`src/rtl/sumador_autotest.sv`:
```
// Built-in self-test sequencer for the 1-bit full adder: sweeps all 8 vectors, settles, samples, scores.
// Optional SUMADOR_AUTOTEST_LOOP_EN: holding start at the end of a sweep wraps into a new sweep (soak mode).
module sumador_autotest #(
   parameter int SETTLE = 2
) (
   input  logic       clk,
   input  logic       rst,
   input  logic       start,
   output logic       fa_a,
   output logic       fa_b,
   output logic       fa_cin,
   input  logic       fa_s,
   input  logic       fa_cout,
   output logic       busy,
   output logic       done,
   output logic       pass,
   output logic [3:0] err_count,
   output logic       fail_valid,
   output logic [2:0] first_fail
);

   typedef enum logic [1:0] {IDLE, DRIVE, CHECK, DONE} state_t;

   localparam logic [3:0] SETTLE_C = 4'(SETTLE);

   state_t     state, state_n;
   logic [2:0] v, v_n;
   logic [3:0] cnt, cnt_n;
   logic [3:0] err_n;
   logic       fv_n;
   logic [2:0] ff_n;
   logic       exp_s, exp_c, mismatch;

   always_ff @(posedge clk) begin
      if (rst) begin
         state      <= IDLE;
         v          <= 3'd0;
         cnt        <= 4'd0;
         err_count  <= 4'd0;
         fail_valid <= 1'b0;
         first_fail <= 3'd0;
      end else begin
         state      <= state_n;
         v          <= v_n;
         cnt        <= cnt_n;
         err_count  <= err_n;
         fail_valid <= fv_n;
         first_fail <= ff_n;
      end
   end

   assign exp_s    = v[2] ^ v[1] ^ v[0];
   assign exp_c    = (v[2] & v[1]) | (v[2] & v[0]) | (v[1] & v[0]);
   // Sum, carry or both wrong on one vector is a single error.
   assign mismatch = (fa_s != exp_s) || (fa_cout != exp_c);

   always_comb begin
      state_n = state;
      v_n     = v;
      cnt_n   = cnt;
      err_n   = err_count;
      fv_n    = fail_valid;
      ff_n    = first_fail;
      case (state)
         IDLE, DONE: begin
            if (start) begin
               state_n = DRIVE;
               v_n     = 3'd0;
               cnt_n   = 4'd1;
               err_n   = 4'd0;
               fv_n    = 1'b0;
               ff_n    = 3'd0;
            end
         end
         DRIVE: begin
            if (cnt == SETTLE_C) state_n = CHECK;
            else                 cnt_n   = cnt + 4'd1;
         end
         CHECK: begin
            if (mismatch) begin
               if (err_count != 4'd15) err_n = err_count + 4'd1;
               if (!fail_valid) begin
                  fv_n = 1'b1;
                  ff_n = v;
               end
            end
            cnt_n = 4'd1;
            if (v == 3'd7) begin
`ifdef SUMADOR_AUTOTEST_LOOP_EN
               // Wrap keeps the score so a soak run accumulates errors.
               if (start) begin
                  state_n = DRIVE;
                  v_n     = 3'd0;
               end else begin
                  state_n = DONE;
               end
`else
               state_n = DONE;
`endif
            end else begin
               v_n     = v + 3'd1;
               state_n = DRIVE;
            end
         end
         default: state_n = IDLE;
      endcase
   end

   // DONE keeps vector 7 on the operands; IDLE forces them quiet.
   assign {fa_a, fa_b, fa_cin} = (state == IDLE) ? 3'd0 : v;
   assign busy = (state == DRIVE) || (state == CHECK);
   assign done = (state == DONE);
   assign pass = done && (err_count == 4'd0);

endmodule

```
`config.mk`:
```
export PLATFORM = sky130hd
export DESIGN_NAME = sumador_autotest
export DESIGN_NICKNAME = d
export VERILOG_FILES = /design/src/rtl/sumador_autotest.sv
export SDC_FILE = /design/constraint.sdc
export NUM_CORES = 1
export LEC_CHECK = 0
export BUFFER_PORTS_ARGS = -buffer_cell sky130_fd_sc_hd__buf_4
export CAP_MARGIN = 5
export CORE_MARGIN = 2
export CORE_UTILIZATION = 50
export DETAILED_ROUTE_END_ITERATION = 7
export GPL_ROUTABILITY_DRIVEN = 0
export PLACE_DENSITY = 0.73
export SETUP_SLACK_MARGIN = 0.05
export SKIP_CTS_REPAIR_TIMING = 1
export SYNTH_ARGS = -nofsm -noshare
export SYNTH_HDL_FRONTEND = slang
export SYNTH_SLANG_ARGS = --single-unit
```
`constraint.sdc`:
```
create_clock -name clk -period 2.5 [get_ports clk]
set_clock_uncertainty 0.1 [all_clocks]
set_input_delay 0.5 -clock clk [delete_from_list [all_inputs] [get_ports clk]]
set_output_delay 0.5 -clock clk [all_outputs]
set_load 0.02 [all_outputs]
```
; ---- Word level (Yosys, flattened, before mapping)
; Index checks and enable logic that the tools add are counted.
[word_totals]
word_cells = 65
reg_bits = 17
[op_classes]
eq_ne = 15
add_sub_neg = 3
n_mux = 21
n_reduce_logical = 13
n_bitwise = 7
[op_table]
columns = op, count
row1 = $mux W4, 5
row2 = $mux W3, 5
row3 = $ne A2 B2 Y1 const B, 7
row4 = $pmux W3 S2, 2
row5 = $pmux W4 S3, 1
row6 = $add A4 B1 Y4 const B, 2
row7 = $pmux W4 S2, 1
row8 = $reduce_and A4 Y1, 2
row9 = $mux W2, 3
row10 = $pmux W2 S3, 1
row11 = $reduce_and A3 Y1, 2
row12 = $eq A2 B2 Y1 const B, 2
row13 = $eq A4 B2 Y1 const B, 1
row14 = $logic_not A4 Y1, 1
row15 = $ne A4 B4 Y1 const B, 1
row16 = $reduce_and A2 Y1, 2
row17 = $add A3 B1 Y3 const B, 1
row18 = $and A1 B1 Y1, 3
row19 = $eq A3 B3 Y1 const B, 1
row20 = $eq A2 B1 Y1 const B, 1
row21 = $logic_not A2 Y1, 1
row22 = $logic_or A1 B1 Y1, 2
row23 = $mux W1, 2
row24 = $ne A1 B1 Y1, 2
row25 = 6 further kinds, 8

; ---- Logic depth before layout (Yosys ltp)
[depth]
word_depth = 7
mapped_depth = 7

; ---- Worst setup path before layout
; Ideal clock, no wire load.
[synth_path]
path_type = register to register
startpoint = reg state[0]
endpoint = reg err_count[2]
setup_slack_ns = 0.422
required_time_ns = 2.284
arrival_ns = 1.863
period_less_slack_ns = 2.078
stages_incl_launch_ff = 7
setup_ns = 0.116
cell_sequence = dfxtp_1 inv_1 ha_1 nor2b_1 a311o_1 a211o_1 a31o_1
[synth_via]
elab_chain_cells = 4
elab_cells_between_ends = 10
[synth_lines]
columns = element, line
row1 = start: declaration, 26  ; state_t state, state_n;
row2 = start signal: assignment, 43  ; state <= state_n;
row3 = $eq A2 B2 Y1 or $logic_not A2 Y1 (tied branches), 64  ; case (state)
row4 = $reduce_or A2 Y1, 64
row5 = $ne A2 B2 Y1 (no source line) or $reduce_bool A2 Y1 (tied branches), --
row6 = $reduce_and A4 Y1 (no source line), --
row7 = end signal: assignment, 46  ; err_count <= err_n;
row8 = end: declaration, 17  ; output logic [3:0] err_count,
; Several ways; a longest one is shown, not always the timed one.
; A chain may end at the register's enable or synchronous reset.

; ---- Worst setup path in the final report
[layout_path]
startpoint = reg v[1]
endpoint = reg err_count[2]
[layout_via]
elab_chain_cells = 7
elab_cells_between_ends = 11
[layout_lines]
columns = element, line
row1 = start: declaration, 27  ; logic [2:0] v, v_n;
row2 = start signal: assignment, 44  ; v <= v_n;
row3 = $and A1 B1 Y1, 53  ; assign exp_c = (v[2] & v[1]) | (v[2] & v[0]) | (v[1] & v[0]);
row4 = $or A1 B1 Y1 (2 in a row), 53
row5 = $ne A1 B1 Y1, 55  ; assign mismatch = (fa_s != exp_s) || (fa_cout != exp_c);
row6 = $logic_or A1 B1 Y1 *, 55
row7 = $ne A2 B2 Y1 (no source line) *, --
row8 = $reduce_and A4 Y1 (no source line) *, --
; Every way passes the cells marked *; elsewhere a longest branch is shown, timed or not.

==> metrics.md <==
| Metric | Value |
|---|---|
| Total power | 0.752 mW |
| CP max stage cell | a311o_1 |
| Initial core utilization | about half |
| CP Launch Type | flip-flop |
| Hold_ws | 0.379 ns |
| Finished Layout Cells | 165 |
| Worst-path maximum fanout | 8 |
| CTS tree | done |
| CP endpoint kind | flip-flop |
| Num Clock Sinks | 17 |
| Synth unique cells | 33 |
| Synth Warn # | 0 |
| ANT nets after route | 0 |
| Mean post-synth cell area | 8.56 µm² |
| Final worst setup slack | 0.288 ns |
| Die X | 48.9 µm |
| Setup CP Type | reg2reg |
| Per-cell routed wire length | about 13 µm |
| Number of global-route vias before repair | between 800 and 900 |
| Worst-Margin Slew | 0.363 ns |
| Share of layout cells above drive strength 1 | 20.3% |
| Via count | 912 |
| CORE AREA | around 1900 µm² |
| Layout fillers | 194 |
| Final hold vios | 0 |
| First-pass GRT wire length | 3630 µm |
| Layout net count | 156 |
| Share of the yosys chip area belonging to registers | 33.7% |
| CTS Buf Count | 3 |
| Dpl cells | 161 |
| Initial DRT Pass Iterations | 4 |
| Yosys top cell by area | dfxtp_1 |
| Dpl hpwl | 1580 µm |
| Hold Crit Class | reg2reg |
| Critical-path cell list | fa_1, xnor2_1, a311o_1, a211o_1, a31o_1 |
| Initial DRC count | 4 |
| Port bufs | 18 |
| Pin count of the biggest net entering global routing | 17 |
| Via density | 5.53 |
| Setup tns final | 0 ns |
| Worst slew margin | roughly three quarters |
| Detailed Route WL | 2110 µm |
| Maximum clock path buffer count | 2 |
| #FFs+latches synth | 17 |
| Clock latency at the later pin of the worst-skew pair | 0.29 ns |
| Pleak | 0.507 nW |
| Num rows | 16 |
| Final Max Tran Viols | 0 |
| Area Growth Syn to Fin | 19.3% |
| Syn nets | roughly 140 |
| Synth top area share | 33.7% |
| Synth top area cells | dfxtp_1, ha_1, a21oi_1 |
| FMAX | roughly 0.45 GHz |
| Final Setup Violations | 0 |
| Max-cap violations | 0 |
| Bufs and invs on worst path | 0 |
| Ant diodes | 0 |
| Grt ovf | 0 |
| Die area | 2400 µm² |
| Clock-pin slew on the worst setup and hold paths | roughly 0.090 ns |
| Req. time, crit path | 2.59 ns |
| Placement Setup Slack | 0.330 ns |
| Root Driver | clkbuf_4 |
| Sequential cell area | between 300 and 400 µm² |
| CP peak stage delay | 0.47 ns |
| Area of the multi-input gates | 624 µm² |
| # DRC | 0 |
| Cell Area, Synth | 1010 µm² |
| Cell family with most CP delay | compound AO/OA/AOI/OAI gates |
| Min Tclk post-route | 2.21 ns |
| Tot GR Track Use | 19.0% |
| Post-Syn Instances | 118 |
| H-tree depth | 1 |
| RSZ-0062 raised after global routing | no |
| Maximum vdd drop | roughly 0.00042 V |
| Cell area power density | 624 nW/µm² |
| Tcrit/Tclk final | 88.5% |
| Status | completed |
| Initial antenna violation count | 0 |
| Critical path arrival | 2.30 ns |
| Die H | 48.9 µm |
| Io pins | 19 |
==> power breakdown <==
| group | switching, mW | total, mW | internal [mW] | leakage [nW] |
|---|---|---|---|---|
| logic | 0.178 | 0.302 | 0.124 | 0.354 |
| registers | 0.0185 | 0.305 | 0.286 | 0.138 |
| clock network | 0.0834 | 0.145 | 0.0620 | 0.0150 |
| total | 0.280 | 0.752 | 0.472 | 0.507 |
==> cells in the final DEF, fill, tap and decap left out, types with 2 or more instances in the layout <==
cell / synthesis / final
nand3_1: 5 / 5
nor2b_1: 4 / 4
o21ai_0: 6 / 6
or3b_2: 2 / 2
a211oi_1: 2 / 2
a311o_1: 2 / 2
dfxtp_1: 17 / 17
nor4_1: 3 / 3
clkbuf_4: 0 / 3
a21o_1: 2 / 2
buf_4: 0 / 20
nand2_1: 8 / 8
ha_1: 11 / 11
nand4_1: 6 / 6
a21oi_1: 12 / 12
nor2_1: 7 / 7
inv_1: 8 / 8
nand3b_1: 2 / 2
xnor2_1: 2 / 2
and4_1: 2 / 2
==> tightest hold or removal path, delay by kind of cell, from the launching register on <==
family | cells | cell delay [ns]
DFF | 1 | 0.32
AOI/OAI and AO/OA | 2 | 0.12
==> kinds of logic after synthesis <==
logic type               after synthesis  synth area share, %
XOR/XNOR                               2                 1.74
AND/OR/NAND/NOR                       44                 24.0
multiplexers                           1                0.991
flip-flops                            17                 33.7
adder cells (fa/ha/maj)               12                 15.6
buffers and inverters                 12                 4.46
AO/OA/AOI/OAI                         30                 19.5
==> flip-flops by register name (all words and copies together) (netlist names) <==
register,flops
v,3
cnt,4
state,2
err_count,4
first_fail,3
fail_valid,1
==> routing by layer <==
metal	share of wire [%]	wire [µm]	GRT usage, %
met2	49	1040	32.6
met4	1.3	27	7.14
met1	47	997	24.6
met3	2.0	43	1.84
met5	0	0	0
==> synth_stat cells <==
| cell type | instances |
|---|---|
| a211o_1 | 1 |
| a211oi_1 | 2 |
| a21o_1 | 2 |
| a21oi_1 | 12 |
| a2bb2oi_1 | 1 |
| a311o_1 | 2 |
| a311oi_1 | 1 |
| a311oi_2 | 1 |
| a31o_1 | 1 |
| and2_1 | 1 |
| and4_1 | 2 |
| buf_1 | 1 |
| clkbuf_1 | 3 |
| dfxtp_1 | 17 |
| fa_1 | 1 |
| ha_1 | 11 |
| inv_1 | 8 |
| mux2i_1 | 1 |
| nand2_1 | 8 |
| nand2b_1 | 1 |
| nand3_1 | 5 |
| nand3b_1 | 2 |
| nand4_1 | 6 |
| nor2_1 | 7 |
| nor2_2 | 1 |
| nor2b_1 | 4 |
| nor3_1 | 1 |
| nor4_1 | 3 |
| o21ai_0 | 6 |
| o22ai_1 | 1 |
| or2_2 | 1 |
| or3b_2 | 2 |
| xnor2_1 | 2 |
==> through the flow <==
stage                     cell area, µm²  util [%]
after floorplan                     1010         -
after global placement              1180      60.7
after detailed placement            1180      60.7
after CTS                           1200      62.0
after global routing                1200      62.0
final                               1200      62.0
==> layout make-up <==
type | instances | share of cell area [%]
sequential | 17 | 28.2
clock buffer | 4 | 2.18
tap | 27 | 2.80
timing repair buffer | 20 | 12.5
inverter | 8 | 2.49
multi-input combinational | 89 | 51.8
==> worst paths after layout <==
kind / slack, ns / end / from / depth (start not counted)
min: 0.38 / first_fail[0] / first_fail[0] / 2
max reg2reg: 0.29 / err_count[2] / v[1] / 5
max: 0.29 / err_count[2] / v[1] / 5
min reg2reg: 0.38 / first_fail[0] / first_fail[0] / 2
(Power assumes the default switching activity.)
